### src/rtl/rca_config_pkg.sv
// Shared types and sizing for the result collector.
package rca_config;
    localparam int XLEN                = 32;
    localparam int MAX_IDS             = 8;
    localparam int ID_W                = $clog2(MAX_IDS);
    localparam int RCA_COLLECTOR_DEPTH = MAX_IDS;
    localparam int CNT_W               = $clog2(RCA_COLLECTOR_DEPTH + 1);

    typedef logic [ID_W-1:0] rca_id_t;

    typedef struct packed {
        rca_id_t         id;
        logic [XLEN-1:0] rd;
    } rca_wb_pair_t;

    function automatic logic [31:0] sat_inc(input logic [31:0] v);
        return (v == 32'hFFFF_FFFF) ? v : v + 32'd1;
    endfunction
endpackage

### src/rtl/rca_collector_fifo.sv
// Count-based synchronous FIFO; head data is presented combinationally.
module rca_collector_fifo #(
    parameter  int WIDTH = 32,
    parameter  int DEPTH = 8,
    localparam int PTR_W = $clog2(DEPTH),
    localparam int CNT_W = $clog2(DEPTH + 1)
) (
    input  logic             clk,
    input  logic             rst_n,
    input  logic             push,
    input  logic [WIDTH-1:0] push_data,
    input  logic             pop,
    output logic [WIDTH-1:0] pop_data,
    output logic [CNT_W-1:0] count,
    output logic             full,
    output logic             empty
);
    logic [WIDTH-1:0] mem_q [DEPTH];
    logic [PTR_W-1:0] wr_ptr_q, wr_ptr_d;
    logic [PTR_W-1:0] rd_ptr_q, rd_ptr_d;
    logic [CNT_W-1:0] count_q, count_d;
    logic             do_push, do_pop;

    assign full     = (count_q == CNT_W'(DEPTH));
    assign empty    = (count_q == '0);
    assign count    = count_q;
    assign pop_data = mem_q[rd_ptr_q];
    assign do_push  = push && !full;
    assign do_pop   = pop && !empty;

    // DEPTH is a power of two, so pointers wrap by natural overflow
    always_comb begin
        wr_ptr_d = wr_ptr_q + PTR_W'(do_push);
        rd_ptr_d = rd_ptr_q + PTR_W'(do_pop);
        count_d  = count_q;
        case ({do_push, do_pop})
            2'b10:   count_d = count_q + CNT_W'(1);
            2'b01:   count_d = count_q - CNT_W'(1);
            default: count_d = count_q;
        endcase
    end

    always_ff @(posedge clk or negedge rst_n) begin
        if (!rst_n) begin
            wr_ptr_q <= '0;
            rd_ptr_q <= '0;
            count_q  <= '0;
        end else begin
            wr_ptr_q <= wr_ptr_d;
            rd_ptr_q <= rd_ptr_d;
            count_q  <= count_d;
        end
    end

    always_ff @(posedge clk) begin
        if (do_push) mem_q[wr_ptr_q] <= push_data;
    end
endmodule

### src/rtl/rca_result_collector.sv
// Pairs grid-slot results with issued instruction IDs and hands them to writeback.
// Optional performance counters are built when RCA_COLLECTOR_PERF_EN is defined.
module rca_result_collector
    import rca_config::*;
(
    input  logic             clk,
    input  logic             rst,
    input  logic             issue_valid,
    input  logic [ID_W-1:0]  issue_id,
    output logic             issue_ready,
    input  logic             slot_valid,
    input  logic [XLEN-1:0]  slot_data,
    output logic             wb_done,
    output logic [ID_W-1:0]  wb_id,
    output logic [XLEN-1:0]  wb_rd,
    input  logic             wb_ack,
    output logic [CNT_W-1:0] outstanding,
    output logic             overflow_err,
    output logic [31:0]      perf_stall_cycles,
    output logic [31:0]      perf_results
);
    logic [ID_W-1:0]  id_head;
    logic [XLEN-1:0]  res_head;
    logic [CNT_W-1:0] id_count, res_count;
    logic             id_full, id_empty, res_full, res_empty;

    logic [CNT_W-1:0] outstanding_q, outstanding_d;
    logic             wb_done_q, wb_done_d;
    rca_wb_pair_t     wb_pair_q, wb_pair_d;
    logic             err_q, err_d;

    logic issue_fire, retire, pair_fire, slot_accept;

    assign issue_ready = (outstanding_q < CNT_W'(RCA_COLLECTOR_DEPTH));
    assign issue_fire  = issue_valid && issue_ready && !id_full;
    assign retire      = wb_done_q && wb_ack;
    assign pair_fire   = !id_empty && !res_empty && (!wb_done_q || wb_ack);
    // A result is only legal if an issued ID is still waiting for one
    assign slot_accept = slot_valid && !res_full && (res_count < id_count);

    rca_collector_fifo #(.WIDTH(ID_W), .DEPTH(RCA_COLLECTOR_DEPTH)) u_id_fifo (
        .clk       (clk),
        .rst_n     (rst),
        .push      (issue_fire),
        .push_data (issue_id),
        .pop       (pair_fire),
        .pop_data  (id_head),
        .count     (id_count),
        .full      (id_full),
        .empty     (id_empty)
    );

    rca_collector_fifo #(.WIDTH(XLEN), .DEPTH(RCA_COLLECTOR_DEPTH)) u_res_fifo (
        .clk       (clk),
        .rst_n     (rst),
        .push      (slot_accept),
        .push_data (slot_data),
        .pop       (pair_fire),
        .pop_data  (res_head),
        .count     (res_count),
        .full      (res_full),
        .empty     (res_empty)
    );

    always_comb begin
        outstanding_d = outstanding_q;
        case ({issue_fire, retire})
            2'b10:   outstanding_d = outstanding_q + CNT_W'(1);
            2'b01:   outstanding_d = outstanding_q - CNT_W'(1);
            default: outstanding_d = outstanding_q;
        endcase

        wb_done_d = wb_done_q;
        wb_pair_d = wb_pair_q;
        if (pair_fire) begin
            wb_done_d    = 1'b1;
            wb_pair_d.id = id_head;
            wb_pair_d.rd = res_head;
        end else if (retire) begin
            wb_done_d = 1'b0;
        end

        err_d = err_q || (slot_valid && !slot_accept);
    end

    always_ff @(posedge clk or negedge rst) begin
        if (!rst) begin
            outstanding_q <= '0;
            wb_done_q     <= 1'b0;
            wb_pair_q     <= '0;
            err_q         <= 1'b0;
        end else begin
            outstanding_q <= outstanding_d;
            wb_done_q     <= wb_done_d;
            wb_pair_q     <= wb_pair_d;
            err_q         <= err_d;
        end
    end

    assign wb_done      = wb_done_q;
    assign wb_id        = wb_pair_q.id;
    assign wb_rd        = wb_pair_q.rd;
    assign outstanding  = outstanding_q;
    assign overflow_err = err_q;

`ifdef RCA_COLLECTOR_PERF_EN
    logic [31:0] stall_q, stall_d;
    logic [31:0] results_q, results_d;

    always_comb begin
        stall_d   = (wb_done_q && !wb_ack) ? sat_inc(stall_q) : stall_q;
        results_d = retire ? sat_inc(results_q) : results_q;
    end

    always_ff @(posedge clk or negedge rst) begin
        if (!rst) begin
            stall_q   <= '0;
            results_q <= '0;
        end else begin
            stall_q   <= stall_d;
            results_q <= results_d;
        end
    end

    assign perf_stall_cycles = stall_q;
    assign perf_results      = results_q;
`else
    assign perf_stall_cycles = '0;
    assign perf_results      = '0;
`endif
endmodule

### config.mk
export PLATFORM = sky130hd
export DESIGN_NAME = rca_result_collector
export DESIGN_NICKNAME = d
export VERILOG_FILES = /design/src/rtl/rca_config_pkg.sv /design/src/rtl/rca_collector_fifo.sv /design/src/rtl/rca_result_collector.sv
export SDC_FILE = /design/constraint.sdc
export NUM_CORES = 1
export LEC_CHECK = 0
export BUFFER_PORTS_ARGS = -buffer_cell sky130_fd_sc_hd__buf_4
export CORE_MARGIN = 4
export CORE_UTILIZATION = 53
export CTS_CLUSTER_SIZE = 24
export DETAILED_ROUTE_END_ITERATION = 10
export PLACE_DENSITY = 0.83
export SLEW_MARGIN = 25
export SYNTH_ARGS = -nofsm -noshare
export SYNTH_HDL_FRONTEND = slang
export SYNTH_SLANG_ARGS = --single-unit
### constraint.sdc
create_clock -name clk -period 5.1 [get_ports clk]
set_input_delay 1.02 -clock clk [delete_from_list [all_inputs] [get_ports clk]]
set_output_delay 1.02 -clock clk [all_outputs]
set_load 0.005 [all_outputs]
==> impl_metrics.tcl <==
set metrics [dict create \
    switching_power_mw 2.84 \
    drive_gt1_share_pct 27.5 \
    power.internal_mw 6.50 \
    vdd_drop_max_mv 0.433 \
    worst-path-max-fanout 12 \
    p_leak_nw 5.71 \
    synth_area_leaders "edfxtp_1 (60%), mux4_2 (11%), dfrtp_1 (11%), buf_4 (3.5%), mux2i_1 (2.7%)" \
    vias_per_cell 5.59 \
    io_buffer_count 81 \
    wl_per_cell_um 21.6 \
    top_layer_used "met4" \
    synth_flop_cell "edfxtp_1" \
    outcome "complete, no violations" \
    p_sw_share_pct 30.4 \
    route.met2.wl_mm 13.4 \
    yosys_register_bits 341 \
    seqPwrFrac_pct 44.8 \
    combPwrFrac_pct 27.7 \
    regArea_sq_um 9940 \
    fin_crit_sh_pct 55.4 \
    min_to "overflow_err" \
    clock_sinks 341 \
    synth-seq-area-share_pct 71.5 \
    n_fill_cell 1767 \
    clk_path_buf_depth 3 \
    drt_iter0_markers 627 \
    grt_max_degree 62 \
    clock-root-buffer "clkbuf_16" \
    maxSlewHeadroom_pct 35.6 \
    tns_ns 0 \
    clkPwrFrac_pct 27.5 \
    setup.worst_path.class "reg -> reg" \
    ys.warnings.count 0 \
    yosysMostFrequentCell "edfxtp_1" \
    syn_area_per_cell_sq_um 18.7 \
    wl_met3_mm 1.68 \
    dp_hpwl_mm 15.2 \
    hold_viol_final 0 \
    core_region_area_sq_um 25900 \
    crit_arrival_ns 3.21 \
    antenna_found_initial 0 \
    power.density_nw_per_um2 588 \
    multi_input_area_sq_um 3500 \
    rsz0062_at_grt "false" \
    final_area_sq_um 15900 \
    synthTopCellsByCount "edfxtp_1 (280), mux4_2 (69), buf_4 (64)" \
    fmax_ghz 0.354 \
    yosysUniqueCellTypes 47 \
    syn_to_final_growth_pct 14.3 \
    end_kind "flip-flop" \
    synth_top_area_cell "edfxtp_1" \
    worstHoldStart "overflow_err" \
    postRouteAntennaNets 0 \
    r2r-end "u_res_fifo.count[2]" \
    synth_top_area_share_pct 60.5 \
    finalSetupViolCount 0 \
    die_h_um 170 \
    grt_usage_pct 18.1 \
    boundaryPins 146 \
    r2r_start "u_id_fifo.count[3]" \
    post-route-drc-count 0 \
    required_ns 5.48 \
    max_stage_delay_ns 0.58 \
    clk_latency_ns 0.51 \
    routabilityCongestion 0.777 \
    tightest_slew_ns 0.967 \
    worstRegToRegCells 11 \
    vias 6721 \
    drtPass1Iterations 5 \
    dpl_cell_area_sq_um 14700 \
    n_antenna_cell 0 \
    grt.overflow.total 0 \
    grt_pass1_wl_mm 39.9 \
    cts_tree "built" \
    post_cts_resized 0 \
    min_period_ns 2.83 \
    worstPathCellList "inv_1 -> ha_1 -> o21ai_0 -> o21ai_4 -> ha_1 -> xor2_1 -> ha_1 -> a21oi_1 -> xor2_1 -> nor2_1 -> xor2_1" \
    cp-start-kind "flip-flop" \
    drt-total-wl_mm 26.0 \
    netlist_area_sq_um 13900 \
    hold_path_class "reg -> reg" \
    worst_path_max_delay_cell "o21ai_4" \
    die_area_sq_um 28900 \
    synth_enable_flop_cells 280 \
    synthCells 742 \
    start_util_pct 53.6 \
    wl_met1_mm 10.2 \
    cts_setup_buffers 0 \
    fin_nets 904 \
    first_global_vias 6892 \
    drv_cap 0 \
    r2r_slack_ns 2.27 \
    die_w_um 170 \
    htree_levels 2 \
    whs_path_depth 1 \
    async_reset_ff_share_pct 17.9 \
    cts_buffers 35 \
    clock_skew_ns 0.0139 \
    path_clk_slew_ns 0.06 \
    core.rowCount 59 \
    cts_hold_buf 0 \
    drv_slew 0 \
]
==> layout make-up <==
type	instances	area share (%)
Clock buffer	40	5.76
Clock inverter	23	1.63
Inverter	15	0.355
Multi-Input combinational cell	353	22.1
Sequential cell	341	62.6
Tap cell	335	2.64
Timing Repair Buffer	96	4.95
==> power groups by stage <==
stage / registers, mW / clock network (mW) / logic [mW]
global placement: 4.20 / 0 / 2.47
CTS: 4.19 / 2.62 / 2.61
global route: 4.27 / 2.76 / 2.84
finish: 4.18 / 2.57 / 2.59
detailed placement: 4.23 / 0 / 2.58
floorplan: 3.88 / 0 / 2.12
==> registers in the layout (all words and copies together), names as in the netlist <==
register             flops
wb_rd                   32
u_id_fifo.count          4
u_res_fifo.mem_q       256
overflow_err             1
u_res_fifo.rd_ptr_q      3
wb_done                  1
u_id_fifo.wr_ptr_q       3
u_id_fifo.mem_q         24
u_res_fifo.count         4
wb_id                    3
u_id_fifo.rd_ptr_q       3
outstanding              4
u_res_fifo.wr_ptr_q      3
==> critical path, delay by kind of cell, from the launching register on <==
family,cells,cell delay [ns]
AO/OA/AOI/OAI,3,0.85
adder cells (fa/ha/maj),3,0.84
flip-flops,1,0.44
XOR/XNOR,3,0.40
buffers and inverters,1,0.09
AND/OR/NAND/NOR,1,0.06
==> worst max-delay path by stage <==
stage	startpoint	end	slack (ns)	depth (start not counted)
after global routing	u_id_fifo.count[3]	u_res_fifo.count[2]	2.03	11
after CTS	u_res_fifo.count[1]	u_res_fifo.count[2]	2.04	10
final	u_id_fifo.count[3]	u_res_fifo.count[2]	2.27	11
after floorplan	slot_valid	u_res_fifo.mem_q[0][0]	0.12	5
after detailed placement	wb_ack	u_res_fifo.count[2]	1.83	10
after global placement	wb_ack	u_res_fifo.count[2]	1.88	10
==> per-layer routing <==
layer	track usage (%)	up-vias
met5	0	-
met4	5.24	0
met3	3.09	48
met2	31.0	264
met1	24.2	3453
li1	-	2956
==> kinds of logic after synthesis <==
group	share of synthesized area, %
AOI/OAI and AO/OA	2.26
DFF	71.5
xor gates and xnor gates	0.819
and+or+nand+nor	3.62
other	0.0270
muxes	14.1
buffers and inverters	5.59
adders and majority gates	2.09
==> cell usage in the layout (no fill, tap or decap), types with 5 or more instances in the layout <==
cell / instances
edfxtp_1: 280
buf_4: 92
mux4_2: 69
conb_1: 64
dfrtp_1: 58
nor2_1: 43
a21oi_1: 39
mux2i_1: 37
clkbuf_16: 35
ha_1: 20
inv_1: 15
xor2_1: 10
nand2_1: 10
o21ai_0: 7
nor3_1: 7
clkinv_2: 7
nand2b_1: 6
bufinv_16: 5
==> stage by stage <==
step                      util (%)  setup WS (ns)  cells  power, mW  hold WS (ns)
after CTS                     61.2           2.04   1203       9.42         0.464
after floorplan                  -          0.124    805       6.00         0.451
final                         61.3           2.27   1203       9.34         0.465
after global routing          61.3           2.03   1203       9.86         0.477
after global placement        56.4           1.88   1137       6.67         0.454
after detailed placement      56.7           1.83   1140       6.80         0.450
No activity file was read; power rests on OpenSTA's default activity.
